===== src/rtl/ma_stage_ctrl.sv =====
// Memory-access stage controller: passes ALU results through in one cycle and runs
// a stalled request/ack handshake for aligned loads and stores.
module ma_stage_ctrl #(
    parameter int NBITS = 32
) (
    input  logic             i_clk,
    input  logic             i_rst,
    input  logic             i_valid,
    input  logic             i_flg_mem_op,
    input  logic             i_flg_mem_type,
    input  logic [1:0]       i_flg_mem_size,
    input  logic             i_flg_unsign,
    input  logic [NBITS-1:0] i_eff_addr,
    input  logic [NBITS-1:0] i_ALU_rslt,
    input  logic [NBITS-1:0] i_store_data,
    input  logic [4:0]       i_rd,
    input  logic [4:0]       i_rt,
    input  logic [1:0]       i_flg_ALU_dst,
    output logic             o_mem_req,
    output logic             o_mem_we,
    output logic [NBITS-1:0] o_mem_addr,
    output logic [3:0]       o_mem_be,
    output logic [NBITS-1:0] o_mem_wdata,
    input  logic             i_mem_ack,
    input  logic [NBITS-1:0] i_mem_rdata,
    output logic             o_stall,
    output logic             o_valid,
    output logic             o_wb_en,
    output logic [4:0]       o_wb_reg,
    output logic [NBITS-1:0] o_wb_data,
    output logic             o_misaligned
);

    typedef enum logic {S_IDLE, S_WAIT} state_t;

    state_t     state, next_state;
    logic       done;
    logic       accept, misaligned, start_mem, mem_done;
    logic       op_store, op_unsign;
    logic [1:0] op_size, op_lane;
    logic [4:0] op_rt;
    logic [3:0] req_be;
    logic [NBITS-1:0] req_wdata, load_data;
    logic [7:0]  ld_byte;
    logic [15:0] ld_half;

    // The instruction that just completed is still on the inputs during its o_valid
    // cycle, so acceptance is blocked until upstream has advanced.
    assign accept     = (state == S_IDLE) && !done && i_valid;
    assign misaligned = ((i_flg_mem_size == 2'b01) && i_eff_addr[0]) ||
                        (i_flg_mem_size[1] && (i_eff_addr[1:0] != 2'b00));
    assign start_mem  = accept && i_flg_mem_op && !misaligned;
    assign mem_done   = (state == S_WAIT) && i_mem_ack;

    always_ff @(posedge i_clk or negedge i_rst) begin
        if (!i_rst) state <= S_IDLE;
        else        state <= next_state;
    end

    always_comb begin
        next_state = state;
        o_stall    = 1'b0;
        case (state)
            S_IDLE: begin
                if (start_mem) begin
                    next_state = S_WAIT;
                    o_stall    = 1'b1;
                end
            end
            S_WAIT: begin
                o_stall = 1'b1;
                if (i_mem_ack) next_state = S_IDLE;
            end
            default: next_state = S_IDLE;
        endcase
        if (!i_rst) o_stall = 1'b0;
    end

    // Stores replicate the source across all lanes; loads drive no byte enables.
    always_comb begin
        req_be    = 4'b0000;
        req_wdata = '0;
        if (i_flg_mem_type) begin
            case (i_flg_mem_size)
                2'b00: begin
                    req_be    = 4'b0001 << i_eff_addr[1:0];
                    req_wdata = {(NBITS/8){i_store_data[7:0]}};
                end
                2'b01: begin
                    req_be    = 4'b0011 << {i_eff_addr[1], 1'b0};
                    req_wdata = {(NBITS/16){i_store_data[15:0]}};
                end
                default: begin
                    req_be    = 4'b1111;
                    req_wdata = i_store_data;
                end
            endcase
        end
    end

    always_comb begin
        ld_byte   = i_mem_rdata[{op_lane, 3'b000} +: 8];
        ld_half   = i_mem_rdata[{op_lane[1], 4'b0000} +: 16];
        load_data = i_mem_rdata;
        case (op_size)
            2'b00:   load_data = op_unsign ? {{(NBITS-8){1'b0}}, ld_byte}
                                           : {{(NBITS-8){ld_byte[7]}}, ld_byte};
            2'b01:   load_data = op_unsign ? {{(NBITS-16){1'b0}}, ld_half}
                                           : {{(NBITS-16){ld_half[15]}}, ld_half};
            default: load_data = i_mem_rdata;
        endcase
    end

    always_ff @(posedge i_clk or negedge i_rst) begin
        if (!i_rst) begin
            o_mem_req    <= 1'b0;
            o_mem_we     <= 1'b0;
            o_mem_addr   <= '0;
            o_mem_be     <= 4'b0000;
            o_mem_wdata  <= '0;
            o_valid      <= 1'b0;
            o_wb_en      <= 1'b0;
            o_wb_reg     <= 5'd0;
            o_wb_data    <= '0;
            o_misaligned <= 1'b0;
            done         <= 1'b0;
            op_store     <= 1'b0;
            op_unsign    <= 1'b0;
            op_size      <= 2'b00;
            op_lane      <= 2'b00;
            op_rt        <= 5'd0;
        end else begin
            o_valid      <= 1'b0;
            o_wb_en      <= 1'b0;
            o_wb_reg     <= 5'd0;
            o_wb_data    <= '0;
            o_misaligned <= 1'b0;
            done         <= 1'b0;
            if (accept && !i_flg_mem_op) begin
                o_valid   <= 1'b1;
                o_wb_data <= i_ALU_rslt;
                o_wb_en   <= (i_flg_ALU_dst != 2'b11);
                case (i_flg_ALU_dst)
                    2'b00:   o_wb_reg <= i_rd;
                    2'b01:   o_wb_reg <= i_rt;
                    2'b10:   o_wb_reg <= 5'd31;
                    default: o_wb_reg <= 5'd0;
                endcase
            end else if (accept && misaligned) begin
                o_valid      <= 1'b1;
                o_misaligned <= 1'b1;
            end else if (start_mem) begin
                o_mem_req   <= 1'b1;
                o_mem_we    <= i_flg_mem_type;
                o_mem_addr  <= {i_eff_addr[NBITS-1:2], 2'b00};
                o_mem_be    <= req_be;
                o_mem_wdata <= req_wdata;
                op_store    <= i_flg_mem_type;
                op_unsign   <= i_flg_unsign;
                op_size     <= i_flg_mem_size;
                op_lane     <= i_eff_addr[1:0];
                op_rt       <= i_rt;
            end
            if (mem_done) begin
                o_mem_req   <= 1'b0;
                o_mem_we    <= 1'b0;
                o_mem_addr  <= '0;
                o_mem_be    <= 4'b0000;
                o_mem_wdata <= '0;
                o_valid     <= 1'b1;
                done        <= 1'b1;
                if (!op_store) begin
                    o_wb_en   <= 1'b1;
                    o_wb_reg  <= op_rt;
                    o_wb_data <= load_data;
                end
            end
        end
    end

endmodule


===== config.mk =====
export PLATFORM = sky130hd
export DESIGN_NAME = ma_stage_ctrl
export DESIGN_NICKNAME = d
export VERILOG_FILES = /design/src/rtl/ma_stage_ctrl.sv
export SDC_FILE = /design/constraint.sdc
export NUM_CORES = 1
export LEC_CHECK = 0
export ABC_AREA = 1
export CAP_MARGIN = 20
export CELL_PAD_IN_SITES_DETAIL_PLACEMENT = 0
export CELL_PAD_IN_SITES_GLOBAL_PLACEMENT = 1
export CORE_MARGIN = 2
export CORE_UTILIZATION = 29
export CTS_BUF_LIST = sky130_fd_sc_hd__clkbuf_16
export CTS_CLUSTER_SIZE = 28
export DETAILED_ROUTE_END_ITERATION = 8
export HOLD_SLACK_MARGIN = 0.02
export PLACE_DENSITY_LB_ADDON = 0.25
export SLEW_MARGIN = 10
export SYNTH_ARGS = -nofsm -noshare
export SYNTH_HDL_FRONTEND = slang
export SYNTH_SLANG_ARGS = --single-unit

===== constraint.sdc =====
create_clock -name i_clk -period 1.9 [get_ports i_clk]
set_clock_uncertainty 0.1 [all_clocks]
set_input_delay 0.38 -clock i_clk [delete_from_list [all_inputs] [get_ports i_clk]]
set_output_delay 0.38 -clock i_clk [all_outputs]
set_load 0.03 [all_outputs]

==> impl_metrics.env <==
export IMPL_fin_crit_ns=1.92
export IMPL_grt_pass1_wl_mm=31.5
export IMPL_slew_headroom=0.517
export IMPL_violations="setup timing"
export IMPL_place_area_sq_um=8830
export IMPL_worst_pin_slew_ns=0.725
export IMPL_end_kind="primary output"
export IMPL_root_buffer="clkbuf_16"
export IMPL_n_fill_cell=2015
export IMPL_max_freq_ghz=0.522
export IMPL_cts_buffers=17
export IMPL_synth_seq_cells=121
export IMPL_rrSetupSlack_ns=0.16
export IMPL_worstHoldStart="op_rt[3]"
export IMPL_drc=0
export IMPL_seq_area_frac_synth=0.521
export IMPL_cts_clk_slew_worst_paths_ns=0.05
export IMPL_wire_per_inst_um=15.1
export IMPL_holdWs_ns=0.384
export IMPL_leakagePower_nw=5.33
export IMPL_mostFrequentLayoutCells="320 x nand2_1, 149 x clkdlybuf4s50_1, 121 x dfrtp_1"
export IMPL_dieArea_sq_um=21200
export IMPL_r2r_start="state"
export IMPL_cap_violations=0
export IMPL_clock_latency_ns=0.41
export IMPL_maxSlewViolCount=0
export IMPL_synth_distinct_cells=23
export IMPL_critPathKind="flip-flop to primary output"
export IMPL_dp_hpwl_mm=14.1
export IMPL_portBuffers=257
export IMPL_synth_warnings=0
export IMPL_cp_max_fo=3
export IMPL_grt_pass1_vias=5821
export IMPL_grt_max_degree=122
export IMPL_wirelength_mm=19.7
export IMPL_mostFrequentLayoutCell="nand2_1"
export IMPL_cts_tree="yes"
export IMPL_hold_violations=0
export IMPL_finalSetupTns_ns=-0.0160
export IMPL_start_kind="flip-flop"
export IMPL_hold_depth=2
export IMPL_drive_gt1_frac=0.0797
export IMPL_pre_cts_ws_ns=-0.223
export IMPL_syn_instance_count=759
export IMPL_final_util=0.483
export IMPL_clockBufferDepth=2
export IMPL_grt_util_all_layers=0.187
export IMPL_die_h_um=146
export IMPL_hold_path_endpoint="o_wb_reg[3]"
export IMPL_fin_crit_sh=1.01
export IMPL_placed_cells=1271
export IMPL_final_nets=1177
export IMPL_synth_top_area_share=0.521
export IMPL_synthToLayoutAreaGrowth_pct=62.5
export IMPL_rows=51
export IMPL_setup_viol=1
export IMPL_peakVddDrop_uv=677
export IMPL_htreeDepth=4
export IMPL_worstRegToRegCells=10
export IMPL_gp_congestion=0.828
export IMPL_synth_area_sq_um=5810
export IMPL_final_area_sq_um=9440
export IMPL_critPathRequiredTime_ns=1.42
export IMPL_fin_cells=1307
export IMPL_die_x_um=146
export IMPL_total_power_mw=12.5
export IMPL_cp_arrival_ns=1.44
export IMPL_status="complete, but fails checks"
export IMPL_ioPinCount=260
export IMPL_viasPerCell=4.51
export IMPL_avgSynthCellArea_sq_um=7.65
export IMPL_first_pass_iters=4
export IMPL_powerDensity_nw_per_um2=1330
export IMPL_core_area_sq_um=19500
export IMPL_antenna_found_initial=2
export IMPL_vias=5890
export IMPL_top_regs="o_mem_wdata (32), o_wb_data (32), o_mem_addr (30)"
export IMPL_grt_ovfl_total=0
export IMPL_synth_largest_area_cell="dfrtp_1"
export IMPL_rsz0062_at_grt="yes"
export IMPL_timing_rr_end="o_mem_wdata[9]"
export IMPL_ant_nets=0
export IMPL_drtIter0Drc=255
export IMPL_cts_sink_count=121
export IMPL_hp_class="flip-flop to flip-flop"
export IMPL_setup_ws_ns=-0.0160
export IMPL_start_util=0.297
export IMPL_yosys_top_cells_area="dfrtp_1 52%, nand2_1 21%, nand3_1 6.9%"
-- metal layers --
metal | vias up | wire, um | GRT usage | share of wire
met3 | 21 | 1770 | 0.0683 | 0.089
met2 | 218 | 9190 | 0.296 | 0.47
met5 | - | 11 | 0 | 0.00056
li1 | 2949 | - | - | -
met1 | 2700 | 8500 | 0.242 | 0.43
met4 | 2 | 283 | 0.0515 | 0.014
-- logic make-up (layout without fill, tap and decap cells) --
logic type,after synthesis,count (layout),synth area share
other,1,3,0.000646
buffers and inverters,74,355,0.0593
AO/OA/AOI/OAI,95,95,0.0890
flip-flops,121,121,0.521
AND/OR/NAND/NOR,468,468,0.330
-- power breakdown --
| group | switching (mW) | total (mW) | internal [mW] |
|---|---|---|---|
| Combinational | 3.39 | 5.27 | 1.89 |
| Sequential | 0.385 | 3.77 | 3.38 |
| Clock | 1.17 | 3.48 | 2.30 |
| Total | 4.94 | 12.5 | 7.58 |
-- final cells by class --
type / count / area, sq um / share of cell area
Antenna cell: 1 / 2.50 / 0.000265
Multi-Input combinational cell: 565 / 2440 / 0.259
Clock buffer: 17 / 425 / 0.0451
Tap cell: 265 / 332 / 0.0351
Clock inverter: 15 / 208 / 0.0220
Timing Repair Buffer: 293 / 2880 / 0.306
Inverter: 30 / 113 / 0.0119
Sequential cell: 121 / 3030 / 0.321
-- repair_timing --
action	CTS	global route
hold buffers	0	1
setup buffers	0	2
pin swaps	0	4
endpoints found under the setup margin	88	19
resized for setup	89	20
hold endpoints to repair	0	13
-- synthesized netlist by cell type --
| library cell | n |
|---|---|
| conb_1 | 1 |
| nor3_1 | 7 |
| nor2_2 | 2 |
| nor2_4 | 1 |
| a21oi_1 | 32 |
| nand3_1 | 80 |
| clkbuf_1 | 19 |
| dfrtp_1 | 121 |
| a21boi_1 | 10 |
| buf_1 | 2 |
| inv_1 | 24 |
| buf_6 | 4 |
| buf_4 | 5 |
| a21boi_0 | 6 |
| buf_2 | 14 |
| nand3_4 | 1 |
| nand2_2 | 3 |
| inv_2 | 6 |
| o22ai_1 | 1 |
| nor2_1 | 51 |
| nand2_4 | 2 |
| o21ai_0 | 46 |
| nand2_1 | 321 |
-- worst max-delay path by stage --
stage	start	to	slack [ns]	cells past startpoint
CTS	state	o_stall	-0.08	6
finish	state	o_stall	-0.02	6
global placement	i_flg_mem_size[1]	o_mem_wdata[29]	-0.17	10
floorplan	i_flg_mem_size[0]	o_stall	0.004	6
global route	state	o_stall	-0.15	6
detailed placement	i_flg_mem_size[1]	o_mem_wdata[31]	-0.22	10
-- worst max-delay path, cell delays in order, from the launching register on --
cell and delay [ns]:
dfrtp_1 0.40, nor2_1 0.11, nand2_1 0.09, inv_2 0.08, nand3_4 0.06, a21boi_2 0.15, buf_6 0.15
(Power assumes the default switching activity.)
